File: src/rtl/frame_buffer_scheduler_pkg.sv
// Shared encodings for the frame buffer scheduler: FSM states and arbiter grant identities.
package frame_buffer_scheduler_pkg;

    typedef enum logic [1:0] {
        IDLE   = 2'd0,
        ACTIVE = 2'd1,
        DONE   = 2'd2
    } state_e;

    localparam logic GNT_RD = 1'b0;
    localparam logic GNT_WR = 1'b1;

endpackage

File: src/rtl/frame_ptr_counter.sv
// Frame address pointer: one bit wider than the RAM address so a full frame count is representable.
module frame_ptr_counter #(
    parameter int unsigned W = 17
) (
    input  logic         i_clk,
    input  logic         i_rst_n,
    input  logic         i_clr,
    input  logic         i_inc,
    output logic [W-1:0] o_cnt
);

    logic [W-1:0] r_cnt;

    always_ff @(posedge i_clk or negedge i_rst_n) begin
        if (!i_rst_n) begin
            r_cnt <= '0;
        end else if (i_clr) begin
            r_cnt <= '0;
        end else if (i_inc) begin
            r_cnt <= r_cnt + W'(1);
        end
    end

    assign o_cnt = r_cnt;

endmodule

File: src/rtl/frame_buffer_scheduler.sv
// Single-port frame RAM scheduler: arbitrates each RAM cycle between the capture writer and the
// processing reader, keeping reads strictly behind writes within one frame.
module frame_buffer_scheduler
    import frame_buffer_scheduler_pkg::*;
#(
    parameter int unsigned ADDR_W       = 16,
    parameter int unsigned DATA_W       = 8,
    parameter int unsigned FRAME_PIXELS = 65536
) (
    input  logic              i_clk,
    input  logic              i_reset_n,
    input  logic              i_start,
    input  logic              i_wr_valid,
    input  logic [DATA_W-1:0] i_wr_data,
    output logic              o_wr_ready,
    input  logic              i_rd_req,
    output logic              o_rd_grant,
    output logic              o_rd_valid,
    output logic [DATA_W-1:0] o_rd_data,
    output logic              o_mem_en,
    output logic              o_mem_we,
    output logic [ADDR_W-1:0] o_mem_addr,
    output logic [DATA_W-1:0] o_mem_wdata,
    input  logic [DATA_W-1:0] i_mem_rdata,
    output logic              o_busy,
    output logic              o_frame_done
);

    localparam logic [ADDR_W:0] FP      = (ADDR_W+1)'(FRAME_PIXELS);
    localparam logic [ADDR_W:0] FP_LAST = FP - (ADDR_W+1)'(1);

    state_e      r_state;
    logic        r_last_grant;
    logic        r_rd_valid;
    logic        r_frame_done;

    logic [ADDR_W:0] w_wr_cnt;
    logic [ADDR_W:0] w_rd_cnt;
    logic            w_active;
    logic            w_frame_start;
    logic            w_weli;
    logic            w_reli;
    logic            w_gnt_wr;
    logic            w_gnt_rd;
    logic            w_rd_last;

    assign w_active      = (r_state == ACTIVE);
    assign w_frame_start = i_start && !w_active;

    // Strict less-than keeps the reader off the pixel being written this same cycle.
    assign w_weli = w_active && i_wr_valid && (w_wr_cnt < FP);
    assign w_reli = w_active && i_rd_req && (w_rd_cnt < w_wr_cnt);

    assign w_gnt_wr  = w_weli && (!w_reli || (r_last_grant == GNT_RD));
    assign w_gnt_rd  = w_reli && (!w_weli || (r_last_grant == GNT_WR));
    assign w_rd_last = (w_rd_cnt == FP_LAST);

    frame_ptr_counter #(
        .W (ADDR_W + 1)
    ) u_wr_ptr (
        .i_clk   (i_clk),
        .i_rst_n (i_reset_n),
        .i_clr   (w_frame_start),
        .i_inc   (w_gnt_wr),
        .o_cnt   (w_wr_cnt)
    );

    frame_ptr_counter #(
        .W (ADDR_W + 1)
    ) u_rd_ptr (
        .i_clk   (i_clk),
        .i_rst_n (i_reset_n),
        .i_clr   (w_frame_start),
        .i_inc   (w_gnt_rd),
        .o_cnt   (w_rd_cnt)
    );

    always_ff @(posedge i_clk or negedge i_reset_n) begin
        if (!i_reset_n) begin
            r_state      <= IDLE;
            r_last_grant <= GNT_RD;
            r_rd_valid   <= 1'b0;
            r_frame_done <= 1'b0;
        end else begin
            r_rd_valid   <= w_gnt_rd;
            r_frame_done <= w_gnt_rd && w_rd_last;
            case (r_state)
                IDLE, DONE: begin
                    if (i_start) begin
                        r_state      <= ACTIVE;
                        r_last_grant <= GNT_RD;
                    end
                end
                ACTIVE: begin
                    if (w_gnt_wr) begin
                        r_last_grant <= GNT_WR;
                    end else if (w_gnt_rd) begin
                        r_last_grant <= GNT_RD;
                    end
                    if (w_gnt_rd && w_rd_last) begin
                        r_state <= DONE;
                    end
                end
                default: r_state <= IDLE;
            endcase
        end
    end

    assign o_wr_ready   = w_gnt_wr;
    assign o_rd_grant   = w_gnt_rd;
    assign o_mem_en     = w_gnt_wr || w_gnt_rd;
    assign o_mem_we     = w_gnt_wr;
    assign o_mem_addr   = w_gnt_wr ? w_wr_cnt[ADDR_W-1:0] : w_rd_cnt[ADDR_W-1:0];
    assign o_mem_wdata  = i_wr_data;
    assign o_rd_data    = i_mem_rdata;
    assign o_rd_valid   = r_rd_valid;
    assign o_frame_done = r_frame_done;
    assign o_busy       = w_active;

endmodule

File: config.mk
export PLATFORM = sky130hd
export DESIGN_NAME = frame_buffer_scheduler
export DESIGN_NICKNAME = d
export VERILOG_FILES = /design/src/rtl/frame_buffer_scheduler_pkg.sv /design/src/rtl/frame_ptr_counter.sv /design/src/rtl/frame_buffer_scheduler.sv
export SDC_FILE = /design/constraint.sdc
export NUM_CORES = 1
export LEC_CHECK = 0
export ABC_AREA = 1
export CAP_MARGIN = 20
export CORE_ASPECT_RATIO = 1.5
export CORE_MARGIN = 5
export CORE_UTILIZATION = 35
export DETAILED_ROUTE_END_ITERATION = 8
export SYNTH_ARGS = -nofsm -noshare
export SYNTH_HDL_FRONTEND = slang
export SYNTH_SLANG_ARGS = --single-unit
export TNS_END_PERCENT = 50
File: constraint.sdc
create_clock -name i_clk -period 3.75 [get_ports i_clk]
set_clock_uncertainty 0.2 [all_clocks]
set_input_delay 1.125 -clock i_clk [delete_from_list [all_inputs] [get_ports i_clk]]
set_output_delay 1.125 -clock i_clk [all_outputs]
set_load 0.01 [all_outputs]
== Yosys cells after proc, flatten, opt, wreduce, memory -nomap -nowiden ==
Index checks and enable logic that the tools add are counted.

* Muxes and demuxes: 12
* Equal/unequal tests: 6
* Order comparisons: 2
* Add/sub/neg operators: 2
* Reduce and logical (&&, ||, !) cells: 21
* Bitwise operators: 1

{| class="wikitable"
|+ Operators with widths
! kind !! count
|-
| $mux 17 || 4
|-
| $add 17x1->17 const B || 2
|-
| $eq 17x16->1 const B || 1
|-
| $lt 17x17->1 || 1
|-
| $lt 17x17->1 const B || 1
|-
| $mux 16 || 1
|-
| $logic_and 1x1->1 || 8
|-
| $reduce_bool 2->1 || 3
|-
| $mux 2 || 2
|-
| $pmux 2 s2 || 1
|-
| $logic_not 1->1 || 3
|-
| $logic_or 1x1->1 || 3
|-
| $mux 1 || 3
|-
| $ne 3x1->1 const B || 1
|-
| $reduce_and 3->1 || 1
|-
| $eq 2x1->1 const B || 1
|-
| $eq 2x2->1 const B || 1
|-
| $logic_not 2->1 || 1
|-
| $ne 2x1->1 const B || 1
|-
| $ne 2x2->1 const B || 1
|-
| $pmux 1 s2 || 1
|-
| $reduce_and 2->1 || 1
|-
| $reduce_or 2->1 || 1
|-
| $not 1->1 || 1
|}

* Word-level logic and storage cells: 50
* Bits in registers: 39
* Output and inout port bits: 39

== Longest topological paths before layout ==
Gate-level depths: netlist of the first run.

* Depth in word-level cells: 9
* Gate-level depth with buffers: 14
* Depth with buffers taken out: 14

== Hierarchy ==
Synthesis of the first run repeated with hierarchy kept, for this count alone.

* Cells, all modules: 478
* Area, all modules: 3214.3 um^2

{| class="wikitable"
|+ Modules (own cells, without submodules)
! module !! cells an instance !! times used !! area an instance (um^2)
|-
| frame_ptr_counter || 142 || 2 || 1033.5
|-
| frame_buffer_scheduler || 194 || 1 || 1147.4
|}

== Worst setup path before layout of the first run ==
No wires, ideal clock.

* Path kind: input-to-output
* Start point: in i_rd_req
* End point: out o_wr_ready
* Slack: 0.312 ns
* Stages on the path: 11
* Data arrival time: 2.113 ns
* Path through: inv_1 > nor2_1 > nand3_1 > nor2_1 > nand2_1 > nor2_1 > nand3_2 > nand2_2 > buf_4 > inv_1 > buf_4

* Longest elaborated chain between the ends: 5

{| class="wikitable"
|+ Ends and longest elaborated chain
! what !! line !! source
|-
| from (decl) || frame_buffer_scheduler.sv:16 || <nowiki>input logic i_rd_req,</nowiki>
|-
| $logic_and 1x1->1 (2 in series) || frame_buffer_scheduler.sv:52 || <nowiki>assign w_reli = w_active && i_rd_req && (w_rd_cnt < w_wr_cnt);</nowiki>
|-
| $logic_not 1->1 || frame_buffer_scheduler.sv:54 || <nowiki>assign w_gnt_wr = w_weli && (!w_reli || (r_last_grant == GNT_RD));</nowiki>
|-
| $logic_or 1x1->1 || frame_buffer_scheduler.sv:54 ||
|-
| $logic_and 1x1->1 || frame_buffer_scheduler.sv:54 ||
|-
| to (decl) || frame_buffer_scheduler.sv:15 || <nowiki>output logic o_wr_ready,</nowiki>
|}

Every way passes these cells.

== Worst setup path in the final report of the first run ==
* Start point: in i_rd_req
* End point: out o_mem_addr[15]

* Longest elaborated chain between the ends: 6

{| class="wikitable"
|+ Ends and longest elaborated chain
! what !! line !! source
|-
| $logic_and 1x1->1 (2 in series) || frame_buffer_scheduler.sv:52 ||
|-
| $logic_not 1->1 || frame_buffer_scheduler.sv:54 ||
|-
| $logic_or 1x1->1 || frame_buffer_scheduler.sv:54 ||
|-
| $logic_and 1x1->1 || frame_buffer_scheduler.sv:54 ||
|-
| $mux 16 || frame_buffer_scheduler.sv:113 || <nowiki>assign o_mem_addr = w_gnt_wr ? w_wr_cnt[ADDR_W-1:0] : w_rd_cnt[ADDR_W-1:0];</nowiki>
|-
| to (decl) || frame_buffer_scheduler.sv:22 || <nowiki>output logic [ADDR_W-1:0] o_mem_addr,</nowiki>
|}

Every way passes these cells.

==> results.sh, run 1 <==
export IMPL_status="finished clean"
export IMPL_cts_tree="built"
export IMPL_fillCellCount=877
export IMPL_place_inst=592
export IMPL_clkSinkCount=39
export IMPL_yosysSeqAreaShare_pct=31.5
export IMPL_start_util_pct=35.4
export IMPL_io_pins=60
export IMPL_max_slew_margin_rel_pct=38.8
export IMPL_num_vias=3040
export IMPL_mostFrequentLayoutCell="nand2_1"
export IMPL_layout_common_cells="118 x nand2_1, 53 x inv_1, 44 x nor2_1"
export IMPL_post_route_min_period_ns=3.72
export IMPL_grt_util_all_layers_pct=17.1
export IMPL_holdWs_ns=0.300
export IMPL_power_leakage_uw=0.00198
export IMPL_min_period_over_period_pct=99.3
export IMPL_synth_top_area_cell="dfrtp_1"
export IMPL_num_rows=42
export IMPL_synth_distinct_cells=26
export IMPL_place_ws_ns=-0.723
export IMPL_fin_tns_setup_ns=0
export IMPL_grt_pass1_wl_mm=14.6
export IMPL_final_cells=607
export IMPL_hpwl_mm=6.27
export IMPL_end_kind="output pin"
export IMPL_cts_root_buf="clkbuf_16"
export IMPL_cap_viol_max_count=0
export IMPL_setup_viol=0
export IMPL_grt_pass1_vias=3045
export IMPL_ctsHoldBuffers=0
export IMPL_grt_max_degree=42
export IMPL_required_ns=2.42
export IMPL_drtIter0Drc=179
export IMPL_core_area_sq_um=8780
export IMPL_tightest_slew_ns=0.919
export IMPL_yosys_area_top_type_share_pct=31.5
export IMPL_clk_path_buf_depth=2
export IMPL_synth_edf_count=0
export IMPL_ant_nets=0
export IMPL_grt_overflow=0
export IMPL_worstSetupPathType="input port to output pin"
export IMPL_syn_cell_area_sq_um=3100
export IMPL_die_h_um=125
export IMPL_synthesis_nets=489
export IMPL_fmax_mhz=269
export IMPL_viasPerCell=5.01
export IMPL_yosys_most_used_dff="dfrtp_1"
export IMPL_synth_area_top_cells="dfrtp_1 31%, nand2_1 14%, ha_1 7.7%"
export IMPL_crit_fanout=6
export IMPL_gp_congestion=0.937
export IMPL_cts_clk_slew_worst_paths_ns=0.06
export IMPL_avgSynthCellArea_sq_um=6.91
export IMPL_numCtsBuffers=5
export IMPL_async_flop_share_pct=100
export IMPL_vdd_drop_max_v=0.000294
export IMPL_portBuffers=27
export IMPL_die_width_um=86.9
export IMPL_hold_viol_final=0
export IMPL_synth_seq_cells=39
export IMPL_netlist_instances=449
export IMPL_drc=0
export IMPL_clock_latency_ns=0.29
export IMPL_synth_warnings=0
export IMPL_nNetsFinal=536
export IMPL_htreeDepth=2
export IMPL_setup_ws_ns=0.0276
export IMPL_dieArea_sq_um=10900
export IMPL_n_antenna_cell=0
export IMPL_wl_mm=8.91
export IMPL_multiInputGateArea_sq_um=1750
export IMPL_rsz0062_at_grt="true"
export IMPL_final_layout_size_suffix_gt1_share_pct=19.3
export IMPL_antenna_found_initial=0
export IMPL_wire_per_inst_um=14.7
export IMPL_power_density_nw_per_um2=592
export IMPL_drtPass1Iterations=4
export IMPL_hold_path_class="flip-flop to flip-flop"
export IMPL_crit_arrival_ns=2.40
export IMPL_critPathLaunchType="input port"
export IMPL_slew_violations=0
export IMPL_regArea_sq_um=976
export IMPL_area_delta_synth_final_pct=23.2
## repair_timing
item,CTS,global route
endpoints found under the setup margin,20,20
resized for setup,79,28
setup buffers,7,0
pin swaps,5,7
cloned,3,0
hold endpoints to repair,0,0
## power by group
part | internal (uW) | switching (uW)
Clock | 246 | 171
Combinational | 529 | 755
Sequential | 497 | 64.4
## routing by layer
metal / global-route usage (%) / vias to the layer above / routed length (um)
li1: - / 1509 / -
met1: 19.5 / 1455 / 3420
met2: 30.5 / 53 / 4870
met3: 2.24 / 23 / 281
met4: 8.62 / 0 / 333
met5: 0 / - / 0
## worst max-delay path, stage by stage
cell and delay (ns):
buf_6 0.07, inv_2 0.03, nor2_2 0.08, nand3_1 0.07, nor2_1 0.11, nand2_1 0.07, nor2_2 0.11, nand3_2 0.12
nand2_4 0.14, buf_6 0.15, buf_16 0.13, o21ai_2 0.06, buf_2 0.14
## final timing paths
path / from / endpoint / slack (ns) / cells after the start
min in group asynchronous: i_reset_n / r_state[1]$_DFFE_PN0P_ / 0.78 / 1
max: i_rd_req / o_mem_addr[15] / 0.03 / 13
min: u_wr_ptr.o_cnt[15]$_DFFE_PN0P_ / u_wr_ptr.o_cnt[15]$_DFFE_PN0P_ / 0.30 / 2
max reg2reg: u_rd_ptr.o_cnt[1]$_DFFE_PN0P_ / u_rd_ptr.o_cnt[16]$_DFFE_PN0P_ / 0.95 / 8
max in group asynchronous: i_reset_n / u_wr_ptr.o_cnt[9]$_DFFE_PN0P_ / 2.00 / 1
min reg2reg: u_wr_ptr.o_cnt[15]$_DFFE_PN0P_ / u_wr_ptr.o_cnt[15]$_DFFE_PN0P_ / 0.30 / 2
## logic make-up (layout without fill, tap and decap cells)
group / Yosys count / after routing / synth area share [%]
AOI/OAI and AO/OA: 33 / 33 / 5.40
and+or+nand+nor: 239 / 239 / 33.6
adders and majority gates: 19 / 19 / 7.66
DFF: 39 / 39 / 31.5
xor gates and xnor gates: 28 / 28 / 7.90
buffers and inverters: 91 / 139 / 14.0
## cell type report
class / instances / share of cell area (%)
clock buffers: 7 / 3.47
clock inverters: 1 / 0.131
inverters: 57 / 5.60
multi-input cells: 319 / 45.8
flip-flops and latches: 39 / 25.5
well taps: 110 / 3.60
repair buffers: 74 / 15.9
## flip-flops by register name, indices dropped and copies added, names as in the netlist
name / cells
o_rd_valid: 1
r_last_grant: 1
u_rd_ptr.o_cnt: 17
r_state: 2
u_wr_ptr.o_cnt: 17
o_frame_done: 1
## stage by stage
stage	cell area, sq um	power (uW)	utilization, %
3_3_place_gp	3610	1710	41.1
2_1_floorplan	3100	1270	-
4_1_cts	3860	2300	44.0
5_1_grt	3820	2440	43.6
3_5_place_dp	3610	1720	41.1
6_report	3820	2260	43.6
## cells in the mapped netlist (5+ instances only)
cell / number
inv_1: 54
o21ai_0: 6
ha_1: 19
buf_4: 23
a21oi_1: 5
dfrtp_1: 39
nor2_1: 48
o21ai_1: 21
buf_2: 5
nand3_1: 39
xor2_1: 27
nand2_1: 119
nand4_1: 22
No activity file was read; power rests on OpenSTA's default activity.
==> run 2: changes to the inputs <==
- CORE_MARGIN: 5 -> default
- CTS_CLUSTER_SIZE: default -> 28
- SKIP_LAST_GASP: default -> 1
==> results.sh, run 2 (same netlist as run 1, synthesis figures left out) <==
export IMPL_wire_per_inst_um=14.4
export IMPL_grt_overflow=0
export IMPL_cts_tree="built"
export IMPL_final_cells=602
export IMPL_htreeDepth=2
export IMPL_multiInputGateArea_sq_um=1780
export IMPL_viasPerCell=5.04
export IMPL_core_area_sq_um=8520
export IMPL_area_delta_synth_final_pct=25.1
export IMPL_tightest_slew_ns=0.920
export IMPL_regArea_sq_um=976
export IMPL_dieArea_sq_um=9250
export IMPL_grt_max_degree=43
export IMPL_vdd_drop_max_v=0.000371
export IMPL_fmax_mhz=273
export IMPL_cts_clk_slew_worst_paths_ns=0.06
export IMPL_antenna_found_initial=0
export IMPL_reg2reg_slack_ns=1.19
export IMPL_min_period_over_period_pct=97.8
export IMPL_nNetsFinal=536
export IMPL_drc=0
export IMPL_start_util_pct=36.4
export IMPL_max_slew_margin_rel_pct=38.7
export IMPL_cts_root_buf="clkbuf_16"
export IMPL_hp_start="u_wr_ptr.o_cnt[15]$_DFFE_PN0P_"
export IMPL_place_inst=585
export IMPL_die_h_um=117
export IMPL_numCtsBuffers=5
export IMPL_required_ns=2.42
export IMPL_power_leakage_uw=0.00201
export IMPL_holdPathEnd="u_wr_ptr.o_cnt[15]$_DFFE_PN0P_"
export IMPL_critPathLaunchType="input port"
export IMPL_hold_viol_final=0
export IMPL_setup_viol=0
export IMPL_fin_util_pct=45.6
export IMPL_crit_start="i_rd_req"
export IMPL_switchingPower_uw=1010
export IMPL_swShare_pct=42.6
export IMPL_rsz0062_at_grt="true"
export IMPL_cap_viol_max_count=0
export IMPL_r2r_cells=8
export IMPL_r2r_end="u_rd_ptr.o_cnt[16]$_DFFE_PN0P_"
export IMPL_grt_util_all_layers_pct=20.0
export IMPL_end_kind="output pin"
export IMPL_crit_arrival_ns=2.34
export IMPL_num_rows=41
export IMPL_clkSinkCount=39
export IMPL_hpwl_mm=5.97
export IMPL_slew_violations=0
export IMPL_worstSetupPathType="input port to output pin"
export IMPL_io_pins=60
export IMPL_num_vias=3035
export IMPL_clk_path_buf_depth=2
export IMPL_n_antenna_cell=0
export IMPL_grt_pass1_wl_mm=14.3
export IMPL_p_clk_share_pct=17.1
export IMPL_hold_path_class="flip-flop to flip-flop"
export IMPL_hold_depth=2
export IMPL_power_frac_seq_pct=23.6
export IMPL_die_width_um=78.9
export IMPL_ctsHoldBuffers=0
export IMPL_drtIter0Drc=178
export IMPL_mostFrequentLayoutCell="nand2_1"
export IMPL_drtPass1Iterations=4
export IMPL_crit_fanout=6
export IMPL_wl_mm=8.69
export IMPL_portBuffers=27
export IMPL_p_int_uw=1360
export IMPL_post_route_min_period_ns=3.67
export IMPL_status="finished clean"
export IMPL_fillCellCount=885
export IMPL_final_layout_size_suffix_gt1_share_pct=20.4
export IMPL_power_density_nw_per_um2=610
export IMPL_gp_congestion=0.837
export IMPL_clock_latency_ns=0.28
export IMPL_ant_nets=0
export IMPL_grt_pass1_vias=2999
export IMPL_layout_common_cells="114 x nand2_1, 53 x inv_1, 43 x nor2_1"
export IMPL_timing_rr_start="u_rd_ptr.o_cnt[1]$_DFFE_PN0P_"
export IMPL_p_comb_share_pct=59.3
## run 2: changes by cell type in the layout (fill, tap and decap cells not counted), sizes merged
cell and delta:
clkdlybuf4s15 +3, buf -1, clkbuf -3, bufbuf +1, dlygate4sd2 -1, clkinv -1
## run 2: layer usage
layer  global-route usage [%]  up-vias  part of all wire (%)
li1                         -     1505                     -
met1                     22.9     1428                    40
met4                     12.4        0                   4.6
met3                     2.49       30                   3.3
met2                     34.3       72                    52
met5                        0        -                     0
## run 2: layout make-up
| cell class | count | share of cell area [%] |
|---|---|---|
| inverter | 57 | 5.51 |
| multi-input combinational | 319 | 45.7 |
| sequential | 39 | 25.1 |
| tap | 107 | 3.45 |
| clock buffer | 6 | 3.32 |
| timing repair buffer | 74 | 16.8 |
## run 2: through the flow
step,hold WS (ns),total power [uW],worst slack [ns],area [sq um],setup TNS (ns)
final,0.297,2370,0.0810,3880,0
after global routing,0.332,2530,0.00220,3880,0
after CTS,0.299,2400,-0.0396,3870,-0.213
after detailed placement,0.289,1690,-0.711,3560,-13.44
after global placement,0.279,1670,-0.669,3560,-12.60
after floorplan,0.266,1270,0.312,3100,0
## run 2: power by group through the flow
| stage | clock (uW) | combinational, uW | sequential [uW] |
|---|---|---|---|
| after detailed placement | 0 | 1120 | 567 |
| after global placement | 0 | 1110 | 566 |
| final | 404 | 1400 | 560 |
| after CTS | 410 | 1420 | 561 |
| after floorplan | 0 | 696 | 577 |
| after global routing | 428 | 1540 | 569 |
## run 2: worst max path at each step
stage | depth (start not counted) | slack (ns) | end
after global placement | 13 | -0.67 | o_mem_addr[0]
after CTS | 14 | -0.04 | o_mem_addr[15]
after detailed placement | 13 | -0.71 | o_mem_addr[8]
after global routing | 12 | 0.002 | o_mem_we
after floorplan | 11 | 0.31 | o_wr_ready
final | 13 | 0.08 | o_mem_addr[0]
## run 2: worst max-delay path, stage by stage
cell and delay, ns:
buf_6 0.07, inv_2 0.03, nor2_2 0.07, nand3_1 0.07
nor2_1 0.09, nand2_1 0.07, nor2_2 0.09, nand3_2 0.10
nand2_4 0.17, buf_6 0.15, nand2_1 0.05, o21ai_1 0.10
buf_2 0.16
## run 2: timing repair
action	4_1_cts	5_1_grt
gates resized for setup	96	18
endpoints found under the hold margin	0	0
pin swaps	9	12
gates cloned	4	0
setup buffers	7	2
setup endpoints to repair	20	20
